**src/rtl/serial_pixel_transmitter.sv**
```systemverilog
// Frame transmitter for the two-wire pixel link: fetches pixels from a synchronous
// memory and shifts them out MSB first as a serial clock/data pair.
module serial_pixel_transmitter #(
  parameter int numInputs = 784,
  parameter int dataWidth = 16,
  parameter int clkDiv    = 25,
  parameter int addrWidth = $clog2(numInputs)
) (
  input  logic                 CLOCK_50,
  input  logic                 reset,
  input  logic                 start,
  output logic                 pixelRd,
  output logic [addrWidth-1:0] pixelAddr,
  input  logic [dataWidth-1:0] pixelData,
  output logic                 serialClock,
  output logic                 serialData,
  output logic                 busy,
  output logic                 done
);

  localparam int DivW = (clkDiv > 1) ? $clog2(clkDiv) : 1;
  localparam int BitW = (dataWidth > 1) ? $clog2(dataWidth) : 1;

  localparam logic [DivW-1:0]      DivLast = DivW'(clkDiv - 1);
  localparam logic [BitW-1:0]      BitLast = BitW'(dataWidth - 1);
  localparam logic [addrWidth-1:0] PixLast = addrWidth'(numInputs - 1);

  typedef enum logic [2:0] {
    IDLE,
    FETCH,
    LOAD,
    LOW,
    HIGH,
    DONE
  } state_t;

  state_t                 state_q;
  logic [DivW-1:0]        div_cnt_q;
  logic [BitW-1:0]        bit_cnt_q;
  logic [addrWidth-1:0]   pix_idx_q;
  logic [dataWidth-1:0]   shift_q;
  logic                   pixel_rd_q;
  logic [addrWidth-1:0]   pixel_addr_q;
  logic                   serial_clock_q;
  logic                   serial_data_q;
  logic                   busy_q;
  logic                   done_q;

  logic [dataWidth-1:0]   shift_d;
  logic [addrWidth-1:0]   pix_idx_d;

  // The next bit appears at the MSB once the register is shifted on a HIGH exit.
  assign shift_d   = shift_q << 1;
  assign pix_idx_d = pix_idx_q + 1'b1;

  always_ff @(posedge CLOCK_50) begin
    if (reset) begin
      state_q        <= IDLE;
      div_cnt_q      <= '0;
      bit_cnt_q      <= '0;
      pix_idx_q      <= '0;
      shift_q        <= '0;
      pixel_rd_q     <= 1'b0;
      pixel_addr_q   <= '0;
      serial_clock_q <= 1'b0;
      serial_data_q  <= 1'b0;
      busy_q         <= 1'b0;
      done_q         <= 1'b0;
    end else begin
      unique case (state_q)
        IDLE: begin
          if (start) begin
            state_q      <= FETCH;
            pix_idx_q    <= '0;
            pixel_rd_q   <= 1'b1;
            pixel_addr_q <= '0;
            busy_q       <= 1'b1;
          end
        end

        FETCH: begin
          pixel_rd_q <= 1'b0;
          state_q    <= LOAD;
        end

        // Memory data for the address presented in FETCH is valid here.
        LOAD: begin
          shift_q       <= pixelData;
          bit_cnt_q     <= BitLast;
          serial_data_q <= pixelData[dataWidth-1];
          div_cnt_q     <= DivLast;
          state_q       <= LOW;
        end

        LOW: begin
          if (div_cnt_q == '0) begin
            serial_clock_q <= 1'b1;
            div_cnt_q      <= DivLast;
            state_q        <= HIGH;
          end else begin
            div_cnt_q <= div_cnt_q - 1'b1;
          end
        end

        HIGH: begin
          if (div_cnt_q == '0) begin
            serial_clock_q <= 1'b0;
            if (bit_cnt_q != '0) begin
              shift_q       <= shift_d;
              serial_data_q <= shift_d[dataWidth-1];
              bit_cnt_q     <= bit_cnt_q - 1'b1;
              div_cnt_q     <= DivLast;
              state_q       <= LOW;
            end else if (pix_idx_q != PixLast) begin
              pix_idx_q    <= pix_idx_d;
              pixel_rd_q   <= 1'b1;
              pixel_addr_q <= pix_idx_d;
              state_q      <= FETCH;
            end else begin
              done_q  <= 1'b1;
              state_q <= DONE;
            end
          end else begin
            div_cnt_q <= div_cnt_q - 1'b1;
          end
        end

        DONE: begin
          done_q  <= 1'b0;
          busy_q  <= 1'b0;
          state_q <= IDLE;
        end

        default: begin
          state_q <= IDLE;
        end
      endcase
    end
  end

  assign pixelRd     = pixel_rd_q;
  assign pixelAddr   = pixel_addr_q;
  assign serialClock = serial_clock_q;
  assign serialData  = serial_data_q;
  assign busy        = busy_q;
  assign done        = done_q;

endmodule
```
**config.mk**
```make
export PLATFORM = sky130hd
export DESIGN_NAME = serial_pixel_transmitter
export DESIGN_NICKNAME = d
export VERILOG_FILES = /design/src/rtl/serial_pixel_transmitter.sv
export SDC_FILE = /design/constraint.sdc
export NUM_CORES = 1
export LEC_CHECK = 0
export BUFFER_PORTS_ARGS = -buffer_cell sky130_fd_sc_hd__buf_2
export CAP_MARGIN = 30
export CELL_PAD_IN_SITES_DETAIL_PLACEMENT = 0
export CELL_PAD_IN_SITES_GLOBAL_PLACEMENT = 1
export CORE_MARGIN = 10
export CORE_UTILIZATION = 39
export CTS_BUF_LIST = sky130_fd_sc_hd__clkbuf_4 sky130_fd_sc_hd__clkbuf_8
export DETAILED_ROUTE_END_ITERATION = 12
export PLACE_DENSITY = 0.81
export REMOVE_ABC_BUFFERS = 1
export SKIP_CTS_REPAIR_TIMING = 1
export SYNTH_ARGS = -nofsm -noshare
export SYNTH_HDL_FRONTEND = slang
export SYNTH_SLANG_ARGS = --single-unit
```
**constraint.sdc**
```tcl
create_clock -name CLOCK_50 -period 1.8 [get_ports CLOCK_50]
set_input_delay 0.18 -clock CLOCK_50 [delete_from_list [all_inputs] [get_ports CLOCK_50]]
set_output_delay 0.18 -clock CLOCK_50 [all_outputs]
set_load 0.01 [all_outputs]
```
== Word-level counts from Yosys, hierarchy flattened ==
Index checks and enable logic that the tools add are counted.
Cells by class
  eq/ne operators: 14
  multiplexer cells: 37
  reduce and logical (&&, ||, !) cells: 18
  add/sub/neg operators: 3
Operator list (number)
  $mux W10: 4
  $mux W15: 2
  $pmux W15 S2: 1
  $pmux W10 S2: 1
  $mux W3: 5
  $mux W5: 3
  $pmux W3 S5: 1
  $pmux W5 S3: 1
  $ne A2 B2 Y1 const B: 7
  $mux W1: 11
  $add A10 B1 Y10 const B: 1
  $ne A10 B10 Y1 const B: 1
  $reduce_and A5 Y1: 2
  $reduce_bool A2 Y1: 5
  $reduce_and A3 Y1: 3
  $mux W4: 2
  $pmux W1 S2: 4
  $pmux W4 S2: 1
  $eq A3 B2 Y1 const B: 2
  $eq A3 B3 Y1 const B: 2
  $reduce_bool A3 Y1: 2
  $logic_not A5 Y1: 1
  $sub A5 B1 Y5 const B: 1
  $reduce_and A2 Y1: 2
  other kinds (7): 7
Storage, ports and cells
  input bits: 19
  register bits: 42
  output and inout port bits: 15

== Longest topological paths before layout ==
Gate-level depths: netlist of run 1.
  depth in word-level cells: 5
  gate-level depth with buffers: 8
  gate-level depth less buffers: 6

== Worst setup path after synthesis of run 1 ==
OpenSTA, ideal clock, no wires.
  kind: flip-flop to flip-flop
  start point: register div_cnt_q[0]
  end point: register pixel_addr_q[8], in the netlist pixelAddr[8]
  slack: -0.036 ns
  arrival: 1.756 ns
  data required time: 1.721 ns
  path buffers: 0
  period minus slack after synthesis: 1.836 ns
  stages on the path, launching flop included: 7
  library setup time: 0.079 ns
  path through: dfxtp_1 > inv_1 > ha_1 > nor4b_4 > nand3_2 > or4_1 > o211ai_1
Between the ends
  longest elaborated chain between the ends: 3
Ends and longest elaborated chain
  from (decl): line 38  | logic [DivW-1:0] div_cnt_q;
  from (signal assigned): line 91  | div_cnt_q <= DivLast;
  from (signal assigned): line 98  | div_cnt_q <= DivLast;
  from (signal assigned): line 101  | div_cnt_q <= div_cnt_q - 1'b1;
  $logic_not A5 Y1: line 106  | if (div_cnt_q == '0) begin
  $ne A2 B2 Y1 (no source line)
  $reduce_and A5 Y1 (no source line)
  to (signal assigned): line 117  | pixel_addr_q <= pix_idx_d;
  to (decl): line 43  | logic [addrWidth-1:0] pixel_addr_q;
No other way between the ends.
A chain may end at the register's enable or synchronous reset.

== Worst setup path after layout of run 1 ==
  start point: register div_cnt_q[1]
  end point: register shift_q[7]
Between the ends
  longest elaborated chain between the ends: 3
Ends and longest elaborated chain
  $logic_not A5 Y1: line 106
  $ne A2 B2 Y1 (no source line)
  $reduce_and A3 Y1 (no source line)
  to (signal assigned): line 88  | shift_q <= pixelData;
  to (signal assigned): line 109  | shift_q <= shift_d;
  to (decl): line 41  | logic [dataWidth-1:0] shift_q;
No other way between the ends.

==> metrics.cfg, run 1 <==
[clock_network]
numCtsBuffers = 5
clkLatencyLatePin_ps = 300
path_clk_slew_ps = 80
cts-root-buf = clkbuf_8
cts.path.max_buffers = 2
htreeDepth = 2
clock_sinks = 42
cts_tree = built

[power]
power.density_nw_per_um2 = 886.8
comb_power_share = 0.381
p_sw_w = 0.0009208
irDropWorstVdd_v = 0.0004214
p_int_w = 0.001852
clock_power_share = 0.227
swShare = 0.3321
p_total_w = 0.002773
p_leak_nw = 1.239
power_frac_seq = 0.392

[synthesis]
netlist_instances = 283
yosys.area_share.adder = 0.01632
synth_top_family_by_area = simple AND/OR/NAND/NOR gates
async_flop_share = 0
syn_area_per_cell_sq_um = 8.126
ys_warn_count = 0
synth_xor_area_frac = 0.003808
synth_area_sq_um = 2300
synth_top_area_share = 0.3656
synth-main-ff-cell = dfxtp_1
ys_types = 54
synth-seq-cells = 42
synth.area.top_cells = dfxtp_1 (37%), nand2_1 (6.2%), a311oi_1 (5.7%)
seq_area_frac_synth = 0.3656
synth.largest_area_cell = dfxtp_1
synth_edf_count = 0
synth_compound_area_frac = 0.2334
yosys.area_share.simple = 0.3150
synth_mux_area_frac = 0

[route]
vias = 2335
drt_iter0_markers = 102
firstDrtPassIters = 6
viasPerCell = 5.430
postRouteAntennaNets = 0
drcViolationCount = 0
wl_um = 6259
wl_per_cell_um = 14.56

[setup_path]
arrival_ps = 2010
cpPeakStageDelay_ps = 340
r2r_end = shift_q[7]
path_depth = 10
path_cells = inv_2, ha_4, buf_6, nor4b_4, buf_4, a31o_4, buf_8, buf_6, buf_6, a311oi_1
critical_path_class = flop to flop
r2r_start = div_cnt_q[1]
critPathRequiredTime_ps = 2020
cp_num_buf_inv = 6
cp-endpoint = shift_q[7]
cp-startpoint = div_cnt_q[1]
crit_family = buffers and inverters
cp_slowest_cell = dfxtp_2
reg2reg_slack_ps = 5
critPathCaptureType = flop
crit_fanout = 7
r2r_cells = 10
crit_path_frequent_cell = buf_6
cp-start-kind = flop

[sta]
slew_headroom = 0.7234
finalSetupViolations = 0
layout_setup_ws_ps = 5.323
fmax_mhz = 557.2
finClkSkew_ps = 4.203
tightest_slew_ps = 413.1
slew_violations = 0
rsz0062_at_grt = yes
finalCritPeriodShare = 0.9970
finalCriticalPeriod_ps = 1795
hold_violations = 0
tns_ps = 0

[global_route]
grt_pass1_vias = 2194
overflow = 0
met1_usage = 0.1517
grt_use_met2 = 0.2025
grt_max_degree = 26
grt-busiest-layer = met2
grt_use_total = 0.1233
grt_use_met3 = 0.03336
antenna_found_initial = 0
grt_pass1_wl_um = 10120

[cells_and_area]
drive_gt1_frac = 0.3659
antenna_cells = 0
multi_input_area_sq_um = 1416
syn_to_final_growth_pct = 35.96
fill_cells = 525
layoutNonFillerInstCount = 430
seq_area_sq_um = 845.8
layout_common_cells = buf_4 (42), nand2_1 (38), dfxtp_1 (38), buf_2 (33), nor2_1 (24)
layout.nets = 379
final_common_cell = buf_4
design_area_sq_um = 3127

[outcome]
status = complete, no violations

[placement]
dp_slack_ps = -50.71
routabilityCongestion = 0.8588
dpl.hpwl_um = 4383
dp_cells = 410
placed_area_sq_um = 2784
numPortBuffers = 33

[min_path]
hold_path_class = input port to flop

[die]
die_x_um = 96.79
die_h_um = 96.79
io_pins = 34
num_rows = 27
dieArea_sq_um = 9368
start_util = 0.4101
coreArea_sq_um = 5608

[run]
drv_cap = 0

==> cell type report <==
type	count	area share
Clock buffer	5	0.02201
Timing Repair Buffer	88	0.2045
Clock inverter	3	0.006803
Multi-Input combinational cell	208	0.4530
Inverter	12	0.01441
Tap cell	72	0.02881
Sequential cell	42	0.2705
==> metal layers <==
layer,wire (um),part of all wire
met3,284,0.045
met1,2960,0.47
met2,2948,0.47
met5,0,0
met4,66,0.011
==> tightest hold or removal path: cells and delay by family <==
family | cells | cell delay [ps]
simple gates | 1 | 50
compound gates | 1 | 50
buf+inv | 1 | 100
==> flip-flops by register name, summed over array words and instances (netlist names) <==
| name | count |
|---|---|
| shift_q | 15 |
| pixelAddr | 10 |
| div_cnt_q | 5 |
| bit_cnt_q | 4 |
| state_q | 3 |
| busy | 1 |
| done | 1 |
| pixelRd | 1 |
| serialClock | 1 |
| serialData | 1 |
==> stage by stage <==
| stage | utilization | hold slack, ps |
|---|---|---|
| 2_1_floorplan | - | 249.1 |
| 3_3_place_gp | 0.4964 | 435.9 |
| 3_5_place_dp | 0.4964 | 435.6 |
| 4_1_cts | 0.5125 | 116.9 |
| 5_1_grt | 0.5576 | 123.7 |
| 6_report | 0.5576 | 127.4 |
==> worst min-delay path by stage <==
stage	start	end	slack, ps	cells past startpoint
2_1_floorplan	reset	bit_cnt_q[3]	250	1
3_3_place_gp	pixelData[0]	shift_q[0]	440	3
3_5_place_dp	pixelData[0]	shift_q[0]	440	3
4_1_cts	pixelData[0]	shift_q[0]	120	3
5_1_grt	pixelData[0]	shift_q[0]	120	3
6_report	pixelData[0]	shift_q[0]	130	3
==> synth_stat cells, drive strengths merged, types with 6 or more instances <==
cell	n
dfxtp	42
nand2	38
nor2	27
o21ai	16
a21oi	15
a311oi	15
inv	12
nor3	12
buf	11
clkbuf	10
nand2b	9
nand3	6
==> kinds of logic after synthesis <==
family / Yosys count
fa+ha+maj: 3
compound gates: 77
buf+inv: 33
xor+xnor: 1
flops: 42
simple gates: 127
==> power groups by stage <==
stage | clock (W) | combinational (W) | sequential, W
after detailed placement | 0 | 0.000801 | 0.00110
after global placement | 0 | 0.000782 | 0.00110
after floorplan | 0 | 0.000409 | 0.00111
final | 0.000630 | 0.00106 | 0.00109
after CTS | 0.000648 | 0.000804 | 0.00108
after global routing | 0.000690 | 0.00114 | 0.00110
Power figures use the tool's default switching activity.
==> inputs of run 2 (changes only) <==
PLACE_DENSITY = not set   (was 0.81)
PLACE_DENSITY_LB_ADDON = 0.08   (was not set)
==> metrics.cfg, run 2 (synthesized netlist as in run 1, its figures left out) <==
[cells_and_area]
layoutNonFillerInstCount = 427
antenna_cells = 0
design_area_sq_um = 3151
layout_common_cells = buf_4 (46), nand2_1 (38), dfxtp_1 (37), buf_2 (33), nor2_1 (26)
layout.nets = 376
largest_register_ffs = 15
final_core_util = 0.5618
drive_gt1_frac = 0.3746
top_register = shift_q
syn_to_final_growth_pct = 37.00
final_common_cell = buf_4

[die]
dieArea_sq_um = 9368
io_pins = 34
num_rows = 27
coreArea_sq_um = 5608
die_h_um = 96.79
die_x_um = 96.79
start_util = 0.4101

[route]
vias = 2338
wl_um = 6678
postRouteAntennaNets = 0
wl_per_cell_um = 15.64
viasPerCell = 5.475
drcViolationCount = 0
drt_iter0_markers = 120
firstDrtPassIters = 4

[global_route]
antenna_found_initial = 0
grt_pass1_vias = 2267
grt_max_degree = 19
overflow = 0
grt_use_total = 0.1362
grt_pass1_wl_um = 11000

[sta]
hold_violations = 0
holdWs_ps = 130.4
tightest_slew_ps = 612.6
finClkSkew_ps = 7.589
finalCriticalPeriod_ps = 1796
finalSetupViolations = 0
finalCritPeriodShare = 0.9980
fmax_mhz = 556.7
slew_violations = 0
rsz0062_at_grt = yes
slew_headroom = 0.5859

[power]
swShare = 0.2932
comb_power_share = 0.321
clock_power_share = 0.316
p_total_w = 0.002961
p_sw_w = 0.0008681
p_int_w = 0.002093
p_leak_nw = 1.251
power_frac_seq = 0.362
irDropWorstVdd_v = 0.0005783
power.density_nw_per_um2 = 939.8

[setup_path]
critPathRequiredTime_ps = 1980
reg2reg_slack_ps = 4
cp-start-kind = flop
critical_path_class = flop to flop
crit_fanout = 6
arrival_ps = 1980
critPathCaptureType = flop
r2r_cells = 7

[run]
drv_cap = 0

[placement]
dp_cells = 415
numPortBuffers = 33
dpl.hpwl_um = 4871
placed_area_sq_um = 2834
routabilityCongestion = 0.8280

[clock_network]
htreeDepth = 2
clock_sinks = 42
numCtsBuffers = 5
clkLatencyLatePin_ps = 290
cts-root-buf = clkbuf_8
path_clk_slew_ps = 80
cts_tree = built
cts.path.max_buffers = 2

[outcome]
status = complete, no violations

[min_path]
hold_path_depth = 3
hold_path_class = input port to flop

==> run 2: cell count changes in the layout (fill, tap and decap cells not counted), moves of 2 or more <==
cell / change
buf_6: -7
buf_4: +4
bufinv_16: +2
a21oi_2: +2
a311oi_2: -2
nor2_2: -2
nor2_1: +2
a311oi_1: +2
==> run 2: path summary, 6_finish.rpt <==
kind / to / start
max: div_cnt_q[0] / div_cnt_q[1]
min: shift_q[0] / pixelData[0]
max reg2reg: div_cnt_q[0] / div_cnt_q[1]
min reg2reg: shift_q[5] / shift_q[4]
==> run 2: per-layer routing <==
metal | track usage | share of wire | vias to the layer above
li1 | - | - | 1186
met1 | 0.1703 | 0.46 | 1104
met2 | 0.2311 | 0.49 | 43
met3 | 0.02910 | 0.040 | 5
met4 | 0.03157 | 0.0096 | 0
met5 | 0 | 0 | -
==> run 2: area by class of cell <==
cell class | count | area, sq um
tap | 72 | 90.09
fill | 575 | 2457
sequential | 42 | 847.1
multi-input combinational | 208 | 1430
inverter | 12 | 45.04
clock buffer | 6 | 82.58
clock inverter | 2 | 60.06
timing repair buffer | 85 | 595.6
==> run 2: power by group through the flow <==
stage / registers [W] / logic, W / clock network [W]
final: 0.00107 / 0.000952 / 0.000937
after global routing: 0.00108 / 0.00105 / 0.000997
after CTS: 0.00107 / 0.000820 / 0.000963
after detailed placement: 0.00109 / 0.000817 / 0
after global placement: 0.00109 / 0.000813 / 0
after floorplan: 0.00111 / 0.000409 / 0
==> run 2: critical path: stages, from the launching register on <==
cell and delay, ps:
dfxtp_2 330, inv_2 60, ha_4 130, or4b_4 450, buf_6 150, nor3_4 300
or3_4 220, nor3_2 40
==> run 2: per-stage QoR <==
step,setup TNS (ps),setup slack (ps)
6_report,0,3.598
2_1_floorplan,-13530,-526.6
4_1_cts,-331.3,-71.94
5_1_grt,-970.0,-90.61
3_3_place_gp,-29.93,-13.68
3_5_place_dp,-170.8,-49.89
